## config.mk

```make
export PLATFORM = sky130hd
export DESIGN_NAME = count7_up
export DESIGN_NICKNAME = d
export VERILOG_FILES = /design/src/rtl/count7_pkg.sv /design/src/rtl/count7_edge_det.sv /design/src/rtl/count7_up.sv
export SDC_FILE = /design/constraint.sdc
export NUM_CORES = 1
export LEC_CHECK = 0
export ABC_CLOCK_PERIOD_IN_PS = 1300
export CAP_MARGIN = 5
export CORE_AREA = 2 2 39 41
export CTS_CLUSTER_SIZE = 20
export DETAILED_ROUTE_END_ITERATION = 16
export DIE_AREA = 0 0 41 43
export SKIP_LAST_GASP = 1
export SLEW_MARGIN = 20
export SYNTH_ARGS = -nofsm -noshare
export SYNTH_HDL_FRONTEND = slang
export SYNTH_HIERARCHICAL = 1
export SYNTH_SLANG_ARGS = --single-unit
```

## constraint.sdc

```tcl
create_clock -name clock -period 1.3 [get_ports clock]
set_input_delay 0.26 -clock clock [delete_from_list [all_inputs] [get_ports clock]]
set_output_delay 0.26 -clock clock [all_outputs]
set_load 0.02 [all_outputs]
```

## src/rtl/count7_pkg.sv

```systemverilog
// rtl/count7_pkg.sv - shared types and defaults for the 7-bit counter family
package count7_pkg;

    localparam int CNT_W = 7;

    typedef logic [CNT_W-1:0] count_t;

    localparam count_t DEFAULT_PERIOD  = 7'h7F;
    localparam count_t DEFAULT_COMPARE = 7'h40;

endpackage

```

## src/rtl/count7_edge_det.sv

```systemverilog
// rtl/count7_edge_det.sv - rising-edge detector with synchronous reset
module count7_edge_det (
    input  logic clock,
    input  logic reset,
    input  logic din,
    output logic pulse
);

    logic din_q;

    // Remember last cycle's level so a rise is seen for exactly one cycle.
    always_ff @(posedge clock) begin
        if (reset) begin
            din_q <= 1'b0;
        end else begin
            din_q <= din;
        end
    end

    assign pulse = din & ~din_q;

endmodule

```

## src/rtl/count7_up.sv

```systemverilog
// rtl/count7_up.sv - 7-bit up-counter with tc/cmp flags; capture path built when COUNT7_UP_CAPTURE_EN is defined
module count7_up
    import count7_pkg::*;
#(
    parameter count_t PERIOD        = DEFAULT_PERIOD,
    parameter count_t COMPARE       = DEFAULT_COMPARE,
    parameter logic   ENABLE_SIGNAL = 1'b0,
    parameter logic   LOAD_SIGNAL   = 1'b0
) (
    input  logic         clock,
    input  logic         reset,
    input  logic         en,
    input  logic         load,
    input  logic         capture,
    input  logic         cap_ack,
    output logic [6:0]   cnt,
    output logic         tc,
    output logic         cmp,
    output logic [6:0]   cap_data,
    output logic         cap_valid,
    output logic         cap_ovf
);

    logic en_eff;
    logic ld_eff;
    logic at_period;

    // Ports that are not configured in are tied off here rather than at each use.
    assign en_eff    = ENABLE_SIGNAL ? en : 1'b1;
    assign ld_eff    = LOAD_SIGNAL ? load : 1'b0;
    assign at_period = (cnt == PERIOD);

    // Count register: reset beats load, load beats count, otherwise hold.
    always_ff @(posedge clock) begin
        if (reset) begin
            cnt <= '0;
        end else if (ld_eff) begin
            cnt <= '0;
        end else if (en_eff) begin
            cnt <= at_period ? count_t'(0) : cnt + count_t'(1);
        end
    end

    assign tc  = at_period & en_eff;
    assign cmp = (cnt >= COMPARE);

`ifdef COUNT7_UP_CAPTURE_EN

    logic cap_evt;

    count7_edge_det u_cap_edge (
        .clock (clock),
        .reset (reset),
        .din   (capture),
        .pulse (cap_evt)
    );

    // Capture holding register: a new edge always latches the current count;
    // overrun only when the consumer neither took nor is taking the old value.
    always_ff @(posedge clock) begin
        if (reset) begin
            cap_data  <= '0;
            cap_valid <= 1'b0;
            cap_ovf   <= 1'b0;
        end else if (cap_evt) begin
            cap_data  <= cnt;
            cap_valid <= 1'b1;
            if (cap_valid && !cap_ack) begin
                cap_ovf <= 1'b1;
            end
        end else if (cap_ack) begin
            cap_valid <= 1'b0;
        end
    end

`else

    logic unused_cap_inputs;

    assign unused_cap_inputs = capture ^ cap_ack;
    assign cap_data          = '0;
    assign cap_valid         = 1'b0;
    assign cap_ovf           = 1'b0;

`endif

endmodule

```

==> flow_summary.html <==
<table>
<tr><th>Metric</th><th>Value</th></tr>
<tr><th colspan="2">Final layout</th></tr>
<tr><td>Number of flip-flops under the largest register name</td><td>7</td></tr>
<tr><td>Post-route cell area</td><td>567 um2</td></tr>
<tr><td>Number of inserted diodes</td><td>0</td></tr>
<tr><td>Largest registers ranked by flip-flop count</td><td>cnt (7)</td></tr>
<tr><td>Fraction of final layout cells sized beyond drive strength 1</td><td>0.441</td></tr>
<tr><td>Largest Register</td><td>cnt</td></tr>
<tr><td>Area Growth Syn to Fin</td><td>51.5%</td></tr>
<tr><td>Final design utilization</td><td>0.410</td></tr>
<tr><td>Nets</td><td>77</td></tr>
<tr><th colspan="2">Pwr</th></tr>
<tr><td>Max rail drop VDD</td><td>between 400 and 500 uV</td></tr>
<tr><td>Total power per unit cell area</td><td>935 nW/um2</td></tr>
<tr><td>Fraction of power consumed by the clock network</td><td>0.393</td></tr>
<tr><td>Part of the power in registers</td><td>0.438</td></tr>
<tr><td>Net Sw Power</td><td>155 uW</td></tr>
<tr><td>Leakage</td><td>around 0.27 nW</td></tr>
<tr><td>Switching Fraction</td><td>0.292</td></tr>
<tr><td>Internal power</td><td>between 300 and 400 uW</td></tr>
<tr><td>Logic gate share of total power</td><td>0.168</td></tr>
<tr><th colspan="2">Worst setup path</th></tr>
<tr><td>End of the critical path</td><td>tc</td></tr>
<tr><td>Critical Setup Path Class</td><td>flop to primary output</td></tr>
<tr><td>Type of element launching the critical path</td><td>flop</td></tr>
<tr><td>Top delay family on crit path</td><td>flip-flops</td></tr>
<tr><td>Worst R2R Start</td><td>cnt[0]</td></tr>
<tr><td>Chain of cells forming the critical path</td><td>ha_4, nand4_4, nor2_2, buf_6</td></tr>
<tr><td>Stages on worst setup path</td><td>4</td></tr>
<tr><td>Worst-path maximum fanout</td><td>2</td></tr>
<tr><td>Cell at the slowest stage of the critical path</td><td>sky130_fd_sc_hd__dfxtp_2</td></tr>
<tr><td>Destination of the worst register-to-register timing path</td><td>cnt[6]</td></tr>
<tr><td>Worst-case reg-to-reg path depth</td><td>5</td></tr>
<tr><td>Total buffers and inverters traversed by the critical path</td><td>1</td></tr>
<tr><td>Critical Path RT</td><td>1040 ps</td></tr>
<tr><td>Critical path arrival</td><td>1060 ps</td></tr>
<tr><td>Launching element of the worst setup path</td><td>cnt[0]</td></tr>
<tr><td>Critical Path Max Stage Delay</td><td>roughly 350 ps</td></tr>
<tr><td>Register-to-register setup slack</td><td>80 ps</td></tr>
<tr><td>Nature of the critical path endpoint</td><td>primary output</td></tr>
<tr><th colspan="2">Logic synthesis</th></tr>
<tr><td>Flip-flop and latch count after synthesis</td><td>7</td></tr>
<tr><td>Portion of the post-synthesis area used by sequential elements</td><td>0.375</td></tr>
<tr><td>Synthesis Warnings</td><td>6</td></tr>
<tr><td>Distinct cells, synth</td><td>16</td></tr>
<tr><td>Summed instance area of the synthesized netlist</td><td>374 um2</td></tr>
<tr><td>Gate Count Post-Synth</td><td>45</td></tr>
<tr><td>Post-Syn Area per Cell</td><td>8.31 um2</td></tr>
<tr><th colspan="2">Floorplan</th></tr>
<tr><td>DIE AREA</td><td>1760 um2</td></tr>
<tr><td>I/O pin total</td><td>24</td></tr>
<tr><td>Die span in y</td><td>roughly 43 um</td></tr>
<tr><td>Initial Utilization</td><td>0.270</td></tr>
<tr><td>Row count</td><td>14</td></tr>
<tr><td>Horizontal die dimension</td><td>41 um</td></tr>
<tr><td>Area inside the core boundary</td><td>1380 um2</td></tr>
<tr><th colspan="2">Routing</th></tr>
<tr><td>1st-pass router iterations</td><td>4</td></tr>
<tr><td>Post-detailed-route wirelength per cell</td><td>9.45 um</td></tr>
<tr><td>Residual antenna-violating net count after detailed routing</td><td>0</td></tr>
<tr><td>Vias per cell</td><td>between 4 and 5</td></tr>
<tr><td>Number of DRC violations after detailed-routing iteration 0</td><td>3</td></tr>
<tr><td>Final wirelength</td><td>794 um</td></tr>
<tr><td>Vias</td><td>338</td></tr>
<tr><td>Number of remaining DRC errors</td><td>0</td></tr>
<tr><th colspan="2">STA</th></tr>
<tr><td>Final Skew</td><td>2.18 ps</td></tr>
<tr><td>Final-layout worst hold slack</td><td>547 ps</td></tr>
<tr><td>Final-layout setup total negative slack</td><td>-23.3 ps</td></tr>
<tr><td>RSZ-0062 raised after global routing</td><td>true</td></tr>
<tr><td>Final Hold Fails</td><td>0</td></tr>
<tr><td>Count of final max-slew check failures</td><td>0</td></tr>
<tr><td>Final-report setup violation count</td><td>1</td></tr>
<tr><td>Final setup margin</td><td>-23.3 ps</td></tr>
<tr><td>Ratio of final minimum period to clock period</td><td>1.02</td></tr>
<tr><td>Min Clock Period, post-route</td><td>1320 ps</td></tr>
<tr><td>Maximum clock frequency</td><td>about 760 MHz</td></tr>
<tr><th colspan="2">Clocking</th></tr>
<tr><td>Clock slew at reported path FFs</td><td>50 ps</td></tr>
<tr><td>Insertion delay to the later sink of the worst-skew pair</td><td>260 ps</td></tr>
<tr><td>Postcts setup bufs</td><td>0</td></tr>
<tr><td>CTS tree</td><td>yes</td></tr>
<tr><td>Num CTS Buffers</td><td>3</td></tr>
<tr><td>Level count of the clock H-tree</td><td>1</td></tr>
<tr><td>Post-CTS Hold Fix Bufs</td><td>0</td></tr>
<tr><td>Total number of clock tree sinks</td><td>7</td></tr>
<tr><td>Buffers from clock root to sink, at most</td><td>2</td></tr>
<tr><td>Clock Tree Root</td><td>sky130_fd_sc_hd__clkbuf_4</td></tr>
<tr><th colspan="2">Global routing</th></tr>
<tr><td>Largest net degree at the start of global routing</td><td>5</td></tr>
<tr><td>Sum of overflow across all layers after global routing</td><td>0</td></tr>
<tr><td>First-pass GRT wire length</td><td>roughly 1200 um</td></tr>
<tr><td>Vias in the first global route</td><td>286</td></tr>
<tr><td>Aggregate global-route resource usage</td><td>0.115</td></tr>
<tr><td>Number of antenna violations at the first check in global routing</td><td>0</td></tr>
<tr><th colspan="2">Placed design</th></tr>
<tr><td>Post-DP Area</td><td>~540 um2</td></tr>
<tr><td>I/O Buffers</td><td>10</td></tr>
<tr><td>Weighted congestion at the end of routability-driven global placement</td><td>around 0.66</td></tr>
<tr><td>Detailed placer's ending HPWL</td><td>582 um</td></tr>
<tr><th colspan="2">Flow run</th></tr>
<tr><td>Maxcap violations</td><td>0</td></tr>
<tr><th colspan="2">Run status</th></tr>
<tr><td>Violations in the final reports</td><td>setup timing</td></tr>
<tr><td>Run status</td><td>finished, violations left</td></tr>
<tr><th colspan="2">Hold path</th></tr>
<tr><td>Path category of the worst min-delay check</td><td>flop to flop</td></tr>
</table>
## synthesized netlist by cell type
library cell / n / share of area
sky130_fd_sc_hd__o21bai_1: 1 / 0.020
sky130_fd_sc_hd__xnor2_1: 1 / 0.023
sky130_fd_sc_hd__nand2_1: 2 / 0.020
sky130_fd_sc_hd__conb_1: 1 / 0.010
sky130_fd_sc_hd__buf_4: 9 / 0.18
sky130_fd_sc_hd__clkbuf_1: 1 / 0.010
sky130_fd_sc_hd__nand3_1: 2 / 0.027
sky130_fd_sc_hd__a21oi_1: 2 / 0.027
sky130_fd_sc_hd__xor2_1: 2 / 0.047
sky130_fd_sc_hd__nor2_1: 6 / 0.060
sky130_fd_sc_hd__nand4_2: 1 / 0.033
sky130_fd_sc_hd__dfxtp_1: 7 / 0.37
sky130_fd_sc_hd__o21ai_0: 2 / 0.027
sky130_fd_sc_hd__inv_1: 4 / 0.040
sky130_fd_sc_hd__or3_1: 2 / 0.033
sky130_fd_sc_hd__ha_1: 2 / 0.067
## how the worst min path moves through the flow
stage,startpoint,end,slack [ps],depth (start not counted)
floorplan,reset,cnt[6],330,1
global placement,cnt[0],cnt[0],500,2
detailed placement,cnt[0],cnt[0],500,2
CTS,cnt[0],cnt[0],510,2
global route,cnt[0],cnt[0],560,2
finish,cnt[0],cnt[0],550,2
## layout make-up
class | count | area (um2)
well taps | 16 | 20.0
inverters | 4 | 15.0
fillers | 149 | 817
clock buffers | 4 | 26.3
flip-flops and latches | 7 | 144
repair buffers | 21 | 156
multi-input cells | 32 | 205
## placed cells by master (no fill, tap or decap)
cell type,netlist,routed
sky130_fd_sc_hd__nand2_1,2,2
sky130_fd_sc_hd__conb_1,1,9
sky130_fd_sc_hd__nor2_1,6,5
sky130_fd_sc_hd__inv_1,4,4
sky130_fd_sc_hd__nand4_4,0,1
sky130_fd_sc_hd__nor2_2,0,1
sky130_fd_sc_hd__or3_1,2,2
sky130_fd_sc_hd__a21oi_1,2,2
sky130_fd_sc_hd__clkbuf_1,1,1
sky130_fd_sc_hd__buf_6,0,1
sky130_fd_sc_hd__xor2_1,2,2
sky130_fd_sc_hd__clkdlybuf4s50_1,0,1
sky130_fd_sc_hd__ha_1,2,1
sky130_fd_sc_hd__nand3_1,2,2
sky130_fd_sc_hd__clkbuf_4,0,3
sky130_fd_sc_hd__dfxtp_1,7,4
sky130_fd_sc_hd__buf_4,9,11
sky130_fd_sc_hd__ha_4,0,1
sky130_fd_sc_hd__clkbuf_2,0,6
sky130_fd_sc_hd__xnor2_1,1,1
sky130_fd_sc_hd__o21ai_0,2,2
sky130_fd_sc_hd__clkdlybuf4s15_2,0,2
sky130_fd_sc_hd__o21bai_2,0,1
sky130_fd_sc_hd__dfxtp_2,0,3
## worst reg2reg max path, delay by kind of cell (launching register included)
kind,cells,cell delay [ps]
and+or+nand+nor,2,380
buffers and inverters,1,150
adders and majority gates,1,150
DFF,1,350
AOI/OAI and AO/OA,1,130
## timing repair
action	4_1_cts	5_1_grt
endpoints found under the setup margin	13	9
pin swaps	0	1
resized for setup	18	17
hold endpoints to repair	0	0
## per-layer routing
layer | track usage | share of wire
met1 | 0.127 | 0.39
met2 | 0.150 | 0.49
met3 | 0.0628 | 0.098
met4 | 0.100 | 0.020
met5 | 0 | 0
## cell families (layout without fill, tap and decap cells)
| family | after synthesis | after routing | share of synthesized area |
|---|---|---|---|
| other | 1 | 9 | 0.0100 |
| AOI/OAI and AO/OA | 5 | 5 | 0.0736 |
| DFF | 7 | 7 | 0.375 |
| xor gates and xnor gates | 3 | 3 | 0.0702 |
| adders and majority gates | 2 | 2 | 0.0669 |
| and+or+nand+nor | 13 | 13 | 0.174 |
| buffers and inverters | 14 | 29 | 0.231 |
## power by group through the flow
| stage | clock network (mW) | registers (mW) | logic, mW |
|---|---|---|---|
| after floorplan | 0 | 0.247 | 0.0597 |
| after global placement | 0 | 0.233 | 0.0915 |
| after detailed placement | 0 | 0.233 | 0.0926 |
| after CTS | 0.217 | 0.229 | 0.0889 |
| after global routing | 0.226 | 0.233 | 0.0997 |
| final | 0.208 | 0.232 | 0.0893 |
## stage by stage
| stage | setup slack, ps | power, mW | cells |
|---|---|---|---|
| 2_1_floorplan | 49.5 | 0.306 | 53 |
| 3_3_place_gp | -287 | 0.324 | 80 |
| 3_5_place_dp | -284 | 0.326 | 80 |
| 4_1_cts | -241 | 0.534 | 84 |
| 5_1_grt | -86.7 | 0.559 | 84 |
| 6_report | -23.3 | 0.530 | 84 |
(Power assumes the default switching activity.)
